<file path="src/rtl/fp32_pkg.sv">
// Shared FP32 constants, FSM state type and canned special values for the
// iterative divider. Used alongside the combinational multiplier datapath.
package fp32_pkg;

    localparam int BIT_WIDTH  = 32;
    localparam int EXP_WIDTH  = 8;
    localparam int MANT_WIDTH = 23;
    localparam int QBITS      = MANT_WIDTH + 3;
    localparam int BIAS       = (1 << (EXP_WIDTH - 1)) - 1;

    localparam logic [EXP_WIDTH-1:0] EXP_MAX = 8'hFF;

    typedef enum logic [1:0] {
        IDLE   = 2'd0,
        DIVIDE = 2'd1,
        ROUND  = 2'd2,
        DONE   = 2'd3
    } state_t;

    // Signed zero: sign bit followed by an all-zero magnitude.
    function automatic logic [BIT_WIDTH-1:0] signed_zero(input logic s);
        return {s, {(BIT_WIDTH-1){1'b0}}};
    endfunction

    // Signed infinity: all-ones exponent, zero mantissa.
    function automatic logic [BIT_WIDTH-1:0] signed_inf(input logic s);
        return {s, EXP_MAX, {MANT_WIDTH{1'b0}}};
    endfunction

endpackage

</file>
<file path="src/rtl/div_fp32_step.sv">
// One combinational restoring-division step: compare the partial remainder
// with the divisor, subtract when it fits, then shift left for the next bit.
module div_fp32_step
    import fp32_pkg::*;
(
    input  logic [MANT_WIDTH+1:0] rem,
    input  logic [MANT_WIDTH:0]   divisor,
    output logic [MANT_WIDTH+1:0] next_rem,
    output logic                  qbit
);

    logic [MANT_WIDTH:0] diff;

    // The remainder is always below twice the divisor, so the difference
    // (or the unchanged remainder when the divisor does not fit) fits in
    // the low MANT_WIDTH+1 bits.
    always_comb begin
        qbit     = (rem >= {1'b0, divisor});
        diff     = qbit ? (rem[MANT_WIDTH:0] - divisor) : rem[MANT_WIDTH:0];
        next_rem = {diff, 1'b0};
    end

endmodule

</file>
<file path="src/rtl/div_fp32_seq.sv">
// Iterative FP32 divider (result = a_operand / b_operand), restoring division.
// Subnormals flush to zero; NaN/Inf inputs give signed zero; round half-up.
// Build option DIV_FP32_RADIX4_EN chains two restoring steps per cycle
// (13 DIVIDE cycles instead of 26) with bit-identical results.
//
// Handshake: an operation is accepted on a rising edge where in_valid and
// in_ready are both high; a result is consumed on a rising edge where
// out_valid and out_ready are both high. result/div_by_zero stay stable
// while out_valid is high and not yet consumed. Only one operation is in
// flight: in_ready is high only in IDLE.
module div_fp32_seq
    import fp32_pkg::*;
(
    input  logic                 clk,
    input  logic                 rst,
    input  logic                 in_valid,
    output logic                 in_ready,
    input  logic [BIT_WIDTH-1:0] a_operand,
    input  logic [BIT_WIDTH-1:0] b_operand,
    output logic                 out_valid,
    input  logic                 out_ready,
    output logic [BIT_WIDTH-1:0] result,
    output logic                 div_by_zero,
    output state_t               dbg_state_o
);

`ifdef DIV_FP32_RADIX4_EN
    localparam logic [4:0] CNT_LAST = 5'(QBITS / 2 - 1);
`else
    localparam logic [4:0] CNT_LAST = 5'(QBITS - 1);
`endif

    state_t                 state_q;
    logic                   sign_q;
    logic [EXP_WIDTH-1:0]   ea_q;
    logic [EXP_WIDTH-1:0]   eb_q;
    logic [MANT_WIDTH+1:0]  rem_q;
    logic [MANT_WIDTH:0]    div_q;
    logic [QBITS-1:0]       quo_q;
    logic [4:0]             cnt_q;
    logic [BIT_WIDTH-1:0]   result_q;
    logic                   dbz_q;
    logic                   out_valid_q;
    logic                   in_ready_q;

    logic [MANT_WIDTH+1:0]  rem_d;
    logic [QBITS-1:0]       quo_d;
    logic [MANT_WIDTH+1:0]  rem_s0;
    logic                   qbit_s0;

    // Operand fields seen while IDLE.
    logic                   in_sign;
    logic [EXP_WIDTH-1:0]   a_exp;
    logic [EXP_WIDTH-1:0]   b_exp;

    // Rounding / exponent datapath, evaluated while in ROUND.
    logic                   norm;
    logic [MANT_WIDTH-1:0]  mant;
    logic                   guard;
    logic [MANT_WIDTH:0]    mant_r;
    logic                   carry;
    logic signed [9:0]      exp_d;
    logic [BIT_WIDTH-1:0]   round_res_d;

    assign in_sign = a_operand[BIT_WIDTH-1] ^ b_operand[BIT_WIDTH-1];
    assign a_exp   = a_operand[BIT_WIDTH-2:MANT_WIDTH];
    assign b_exp   = b_operand[BIT_WIDTH-2:MANT_WIDTH];

    div_fp32_step u_step0 (
        .rem      (rem_q),
        .divisor  (div_q),
        .next_rem (rem_s0),
        .qbit     (qbit_s0)
    );

`ifdef DIV_FP32_RADIX4_EN
    logic [MANT_WIDTH+1:0]  rem_s1;
    logic                   qbit_s1;

    div_fp32_step u_step1 (
        .rem      (rem_s0),
        .divisor  (div_q),
        .next_rem (rem_s1),
        .qbit     (qbit_s1)
    );

    // Two quotient bits per cycle, earlier step lands in the higher bit.
    always_comb begin
        rem_d = rem_s1;
        quo_d = {quo_q[QBITS-3:0], qbit_s0, qbit_s1};
    end
`else
    // One quotient bit per cycle shifted in at the bottom.
    always_comb begin
        rem_d = rem_s0;
        quo_d = {quo_q[QBITS-2:0], qbit_s0};
    end
`endif

    // Normalise the 26-bit quotient, round half-up on the guard bit and
    // form the biased exponent with overflow/underflow saturation.
    always_comb begin
        norm   = quo_q[QBITS-1];
        mant   = norm ? quo_q[QBITS-2:2] : quo_q[QBITS-3:1];
        guard  = norm ? quo_q[1] : quo_q[0];
        mant_r = {1'b0, mant} + {{MANT_WIDTH{1'b0}}, guard};
        carry  = mant_r[MANT_WIDTH];
        exp_d  = $signed({2'b00, ea_q}) - $signed({2'b00, eb_q})
               + 10'(BIAS - 1)
               + $signed({9'b0, norm}) + $signed({9'b0, carry});
        if (exp_d >= 10'sd255) begin
            round_res_d = signed_inf(sign_q);
        end else if (exp_d <= 10'sd0) begin
            round_res_d = signed_zero(sign_q);
        end else begin
            round_res_d = {sign_q, exp_d[EXP_WIDTH-1:0],
                           carry ? {MANT_WIDTH{1'b0}} : mant_r[MANT_WIDTH-1:0]};
        end
    end

    // Control FSM with registered handshake outputs and datapath registers.
    always_ff @(posedge clk or posedge rst) begin
        if (rst) begin
            state_q     <= IDLE;
            sign_q      <= 1'b0;
            ea_q        <= '0;
            eb_q        <= '0;
            rem_q       <= '0;
            div_q       <= '0;
            quo_q       <= '0;
            cnt_q       <= '0;
            result_q    <= '0;
            dbz_q       <= 1'b0;
            out_valid_q <= 1'b0;
            in_ready_q  <= 1'b1;
        end else begin
            case (state_q)
                IDLE: begin
                    if (in_valid) begin
                        sign_q     <= in_sign;
                        ea_q       <= a_exp;
                        eb_q       <= b_exp;
                        rem_q      <= {2'b01, a_operand[MANT_WIDTH-1:0]};
                        div_q      <= {1'b1, b_operand[MANT_WIDTH-1:0]};
                        quo_q      <= '0;
                        cnt_q      <= '0;
                        dbz_q      <= 1'b0;
                        in_ready_q <= 1'b0;
                        if (a_exp == EXP_MAX || b_exp == EXP_MAX) begin
                            result_q    <= signed_zero(in_sign);
                            out_valid_q <= 1'b1;
                            state_q     <= DONE;
                        end else if (b_exp == '0) begin
                            result_q    <= signed_inf(in_sign);
                            dbz_q       <= 1'b1;
                            out_valid_q <= 1'b1;
                            state_q     <= DONE;
                        end else if (a_exp == '0) begin
                            result_q    <= signed_zero(in_sign);
                            out_valid_q <= 1'b1;
                            state_q     <= DONE;
                        end else begin
                            state_q <= DIVIDE;
                        end
                    end
                end
                DIVIDE: begin
                    rem_q <= rem_d;
                    quo_q <= quo_d;
                    cnt_q <= cnt_q + 5'd1;
                    if (cnt_q == CNT_LAST) begin
                        state_q <= ROUND;
                    end
                end
                ROUND: begin
                    result_q    <= round_res_d;
                    out_valid_q <= 1'b1;
                    state_q     <= DONE;
                end
                DONE: begin
                    if (out_ready) begin
                        out_valid_q <= 1'b0;
                        in_ready_q  <= 1'b1;
                        state_q     <= IDLE;
                    end
                end
                default: begin
                    state_q <= IDLE;
                end
            endcase
        end
    end

    assign in_ready    = in_ready_q;
    assign out_valid   = out_valid_q;
    assign result      = result_q;
    assign div_by_zero = dbz_q;
    assign dbg_state_o = state_q;

endmodule

</file>
<file path="config.mk">
export PLATFORM = sky130hd
export DESIGN_NAME = div_fp32_seq
export DESIGN_NICKNAME = d
export VERILOG_FILES = /design/src/rtl/fp32_pkg.sv /design/src/rtl/div_fp32_step.sv /design/src/rtl/div_fp32_seq.sv
export SDC_FILE = /design/constraint.sdc
export NUM_CORES = 1
export LEC_CHECK = 0
export BUFFER_PORTS_ARGS = -buffer_cell sky130_fd_sc_hd__buf_4
export CAP_MARGIN = 20
export CORE_AREA = 2 2 139 175
export CTS_BUF_LIST = sky130_fd_sc_hd__clkbuf_8 sky130_fd_sc_hd__clkbuf_16
export CTS_CLUSTER_SIZE = 40
export DETAILED_ROUTE_END_ITERATION = 12
export DIE_AREA = 0 0 141 177
export GPL_ROUTABILITY_DRIVEN = 1
export SYNTH_ARGS = -nofsm -noshare
export SYNTH_HDL_FRONTEND = slang
export SYNTH_HIERARCHICAL = 1
export SYNTH_SLANG_ARGS = --single-unit
</file>
<file path="constraint.sdc">
create_clock -name clk -period 4.3 [get_ports clk]
set_input_delay 0.43 -clock clk [delete_from_list [all_inputs] [get_ports clk]]
set_output_delay 0.43 -clock clk [all_outputs]
set_load 0.1 [all_outputs]
</file>
==> results.sh <==
export IMPL_timing_slew_headroom_pct=28.6
export IMPL_rows=63
export IMPL_drt_wirelength_per_cell_um=16.3
export IMPL_postRouteAntennaNets=0
export IMPL_clkSinkCount=134
export IMPL_cp_start_kind="flip-flop"
export IMPL_drv_slew=0
export IMPL_critical_path_max_stage_delay_ps=460
export IMPL_die_area_mm2=0.0250
export IMPL_regToRegSetupSlack_ps=370
export IMPL_max_slew_worst_pin_slew_ps=1070
export IMPL_asyncSetResetFlopFracSynth_pct=100
export IMPL_initial_core_util_pct=39.2
export IMPL_dp_final_hpwl_mm=15.9
export IMPL_post_cts_repair_setup_buffers=0
export IMPL_clock_latency_ps=420
export IMPL_ctsRootBufferMaster="sky130_fd_sc_hd__clkbuf_16"
export IMPL_fmaxAchievable_mhz=255
export IMPL_leading_cell_types_by_total_area_after_synthesis="sky130_fd_sc_hd__dfrtp_1, sky130_fd_sc_hd__ha_1, sky130_fd_sc_hd__mux2_2"
export IMPL_holdCritPathClass="in2async"
export IMPL_totalNegativeSetupSlack_ps=0
export IMPL_vias_per_cell=5.33
export IMPL_regToRegEndpoint="result[19]"
export IMPL_drt_pass1_iter_count=4
export IMPL_place_congestion=0.945
export IMPL_ys_seq_area_share_pct=36.6
export IMPL_areaGrowthSynthToFinish_pct=17.6
export IMPL_port_buffers=104
export IMPL_remaining_drc_errors=0
export IMPL_clkSlewWorstSetupHoldPaths_ps=60
export IMPL_status="finished, final reports clean"
export IMPL_synth_area_mm2=0.00917
export IMPL_postPlaceCellArea_mm2=0.0102
export IMPL_grt_usage_pct=18.2
export IMPL_stdcell_area_mm2=0.0108
export IMPL_synthesis_nets=1071
export IMPL_post_synth_num_cell_types=89
export IMPL_routed_wirelength_mm=21.8
export IMPL_timing_final_hold_violations=0
export IMPL_synthesis_yosys_warnings=6
export IMPL_fin_cells=1341
export IMPL_min_period_over_period_pct=91.3
export IMPL_critPathKind="reg2reg"
export IMPL_design_portCount=105
export IMPL_grt_pass1_vias=7030
export IMPL_synthesis_instances=958
export IMPL_period_minus_slack_ps=3930
export IMPL_final_core_utilization_pct=46.1
export IMPL_floorplan_die_height_um=177
export IMPL_post_route_clock_skew_ps=11.1
export IMPL_number_of_h_tree_levels=4
export IMPL_worst_path_arrival_time_ps=4200
export IMPL_synth_ff_latch_count=134
export IMPL_timing_critical_path_to_type="flip-flop"
export IMPL_initial_antenna_violation_count=0
export IMPL_total_of_endpoints_with_negative_setup_slack_in_the_final_report=0
export IMPL_critical_path_slowest_cell="sky130_fd_sc_hd__fa_1"
export IMPL_coreArea_mm2=0.0234
export IMPL_synthDominantAreaCellType="sky130_fd_sc_hd__dfrtp_1"
export IMPL_cts_inserted_buffers=17
export IMPL_grt_max_degree=61
export IMPL_critPathMaxFanout=23
export IMPL_initial_drt_markers=328
export IMPL_overflow=0
export IMPL_place_inst=1312
export IMPL_wire_length_of_the_first_global_routing_pass_mm=36.3
export IMPL_reg2regPathDepth=14
export IMPL_cts_repair_resize_count=0
export IMPL_synth_edff_count=0
export IMPL_rsz_0062_raised_after_global_routing="false"
export IMPL_critical_path_reg2reg_startpoint="quo_q[25]"
export IMPL_post_route_cells_drive_above_1_share_pct=24.5
export IMPL_clock_tree_from_tritoncts="done"
export IMPL_final_fill_count=2217
export IMPL_die_boundary_width_um=141
export IMPL_syn_area_per_cell_um2=9.57
export IMPL_cts_root_to_sink_buffers=2
export IMPL_cts_hold_fix_buffers=0
export IMPL_max_cap_violations=0
export IMPL_synthDominantCellAreaShare_pct=36.3
export IMPL_crit_chain="mux2_2 -> ha_1 -> nand3_1 -> nor4b_4 -> and3_1 -> nand3_1 -> fa_1 -> ha_1 -> and2_1 -> o31ai_1 -> a32oi_1 -> nor4_4 -> buf_4 -> o41ai_1"
export IMPL_insertedDiodeCount=0
export IMPL_synth_ff_type="sky130_fd_sc_hd__dfrtp_1"
export IMPL_final_net_count=1152
export IMPL_dr_total_vias=7150
export IMPL_timing_critical_path_required_ps=4570
[sequential cells by signal (all words and copies together) (netlist names)]
name / count
result: 32
quo_q: 26
rem_q: 25
div_q: 24
ea_q: 8
eb_q: 8
cnt_q: 5
dbg_state_o: 2
div_by_zero: 1
in_ready: 1
out_valid: 1
sign_q: 1
[cells in the final DEF (no fill, tap or decap), types with 13 or more instances in the layout]
cell                        count
sky130_fd_sc_hd__nand3_1       29
sky130_fd_sc_hd__nand2_1      128
sky130_fd_sc_hd__xnor2_1       32
sky130_fd_sc_hd__ha_1          41
sky130_fd_sc_hd__mux2_2        43
sky130_fd_sc_hd__nand4_1       13
sky130_fd_sc_hd__a22o_1        27
sky130_fd_sc_hd__dfrtp_1      133
sky130_fd_sc_hd__xor2_1        29
sky130_fd_sc_hd__o21ai_0       52
sky130_fd_sc_hd__inv_1         58
sky130_fd_sc_hd__buf_4        121
sky130_fd_sc_hd__mux2i_1       39
sky130_fd_sc_hd__a21oi_1       27
sky130_fd_sc_hd__clkbuf_16     17
sky130_fd_sc_hd__nor2_1        41
[worst max-delay path by stage]
stage | start | end | slack, ps | depth (start not counted)
after floorplan | quo_q[25] | result[10] | 30 | 19
after global placement | quo_q[25] | result[19] | 450 | 14
after detailed placement | quo_q[25] | result[19] | 330 | 14
after CTS | quo_q[25] | result[19] | 330 | 14
after global routing | quo_q[25] | result[19] | 30 | 15
final | quo_q[25] | result[19] | 370 | 14
[cell usage after synthesis (6+ instances only)]
master and n:
sky130_fd_sc_hd__dfrtp_1 133, sky130_fd_sc_hd__nand2_1 129, sky130_fd_sc_hd__inv_1 55, sky130_fd_sc_hd__o21ai_0 52
sky130_fd_sc_hd__mux2_2 43, sky130_fd_sc_hd__ha_1 42, sky130_fd_sc_hd__nor2_1 41, sky130_fd_sc_hd__mux2i_1 39
sky130_fd_sc_hd__xnor2_1 32, sky130_fd_sc_hd__nand3_1 29, sky130_fd_sc_hd__xor2_1 29, sky130_fd_sc_hd__clkbuf_1 28
sky130_fd_sc_hd__a21oi_1 27, sky130_fd_sc_hd__a22o_1 27, sky130_fd_sc_hd__nand4_1 13, sky130_fd_sc_hd__buf_1 12
sky130_fd_sc_hd__nor3_1 12, sky130_fd_sc_hd__o31ai_2 12, sky130_fd_sc_hd__o41ai_2 11, sky130_fd_sc_hd__a21o_1 10
sky130_fd_sc_hd__o21a_1 10, sky130_fd_sc_hd__o21ai_2 9, sky130_fd_sc_hd__a221oi_1 8, sky130_fd_sc_hd__o2111ai_1 8
sky130_fd_sc_hd__a211oi_1 7, sky130_fd_sc_hd__a31oi_1 7, sky130_fd_sc_hd__and3_1 7, sky130_fd_sc_hd__buf_2 6
sky130_fd_sc_hd__buf_6 6, sky130_fd_sc_hd__nand2b_1 6, sky130_fd_sc_hd__o31ai_1 6
[layout make-up]
| type | count | area [um^2] | share of cell area [%] |
|---|---|---|---|
| Timing Repair Buffer | 122 | 936 | 8.68 |
| Clock buffer | 22 | 494 | 4.58 |
| Multi-Input combinational cell | 708 | 5310 | 49.3 |
| Clock inverter | 7 | 105 | 0.975 |
| Tap cell | 292 | 365 | 3.39 |
| Inverter | 56 | 215 | 2.00 |
| Sequential cell | 134 | 3350 | 31.1 |
[logic make-up after synthesis]
family / count (synthesis) / synth area share [%]
DFF: 134 / 36.6
and+or+nand+nor: 271 / 14.1
adders and majority gates: 45 / 6.39
other: 1 / 0.0409
AOI/OAI and AO/OA: 244 / 21.0
xor gates and xnor gates: 64 / 6.36
muxes: 83 / 9.66
buffers and inverters: 116 / 5.84
[worst max-delay path: cells and delay by family (launching register included)]
family / cells / cell delay (ps)
and+or+nand+nor: 6 / 1260
muxes: 1 / 240
DFF: 1 / 410
adders and majority gates: 3 / 920
buffers and inverters: 1 / 390
AOI/OAI and AO/OA: 3 / 550
[layer usage]
layer / track usage (%) / vias to the layer above / share of wire, %
met5: 0 / - / 0
li1: - / 3598 / -
met1: 23.1 / 3415 / 46
met3: 3.57 / 20 / 3.4
met4: 5.04 / 0 / 1.3
met2: 31.6 / 117 / 50
[stage by stage]
stage / hold WS [ps] / worst slack, ps
floorplan: 435 / 28.0
global placement: 452 / 453
detailed placement: 462 / 331
CTS: 86.9 / 334
global route: 97.0 / 25.7
finish: 60.8 / 373
Power is left out: the tool's default activity adds up to more than one toggle a clock period on the data nets, which glitch-free logic cannot reach.
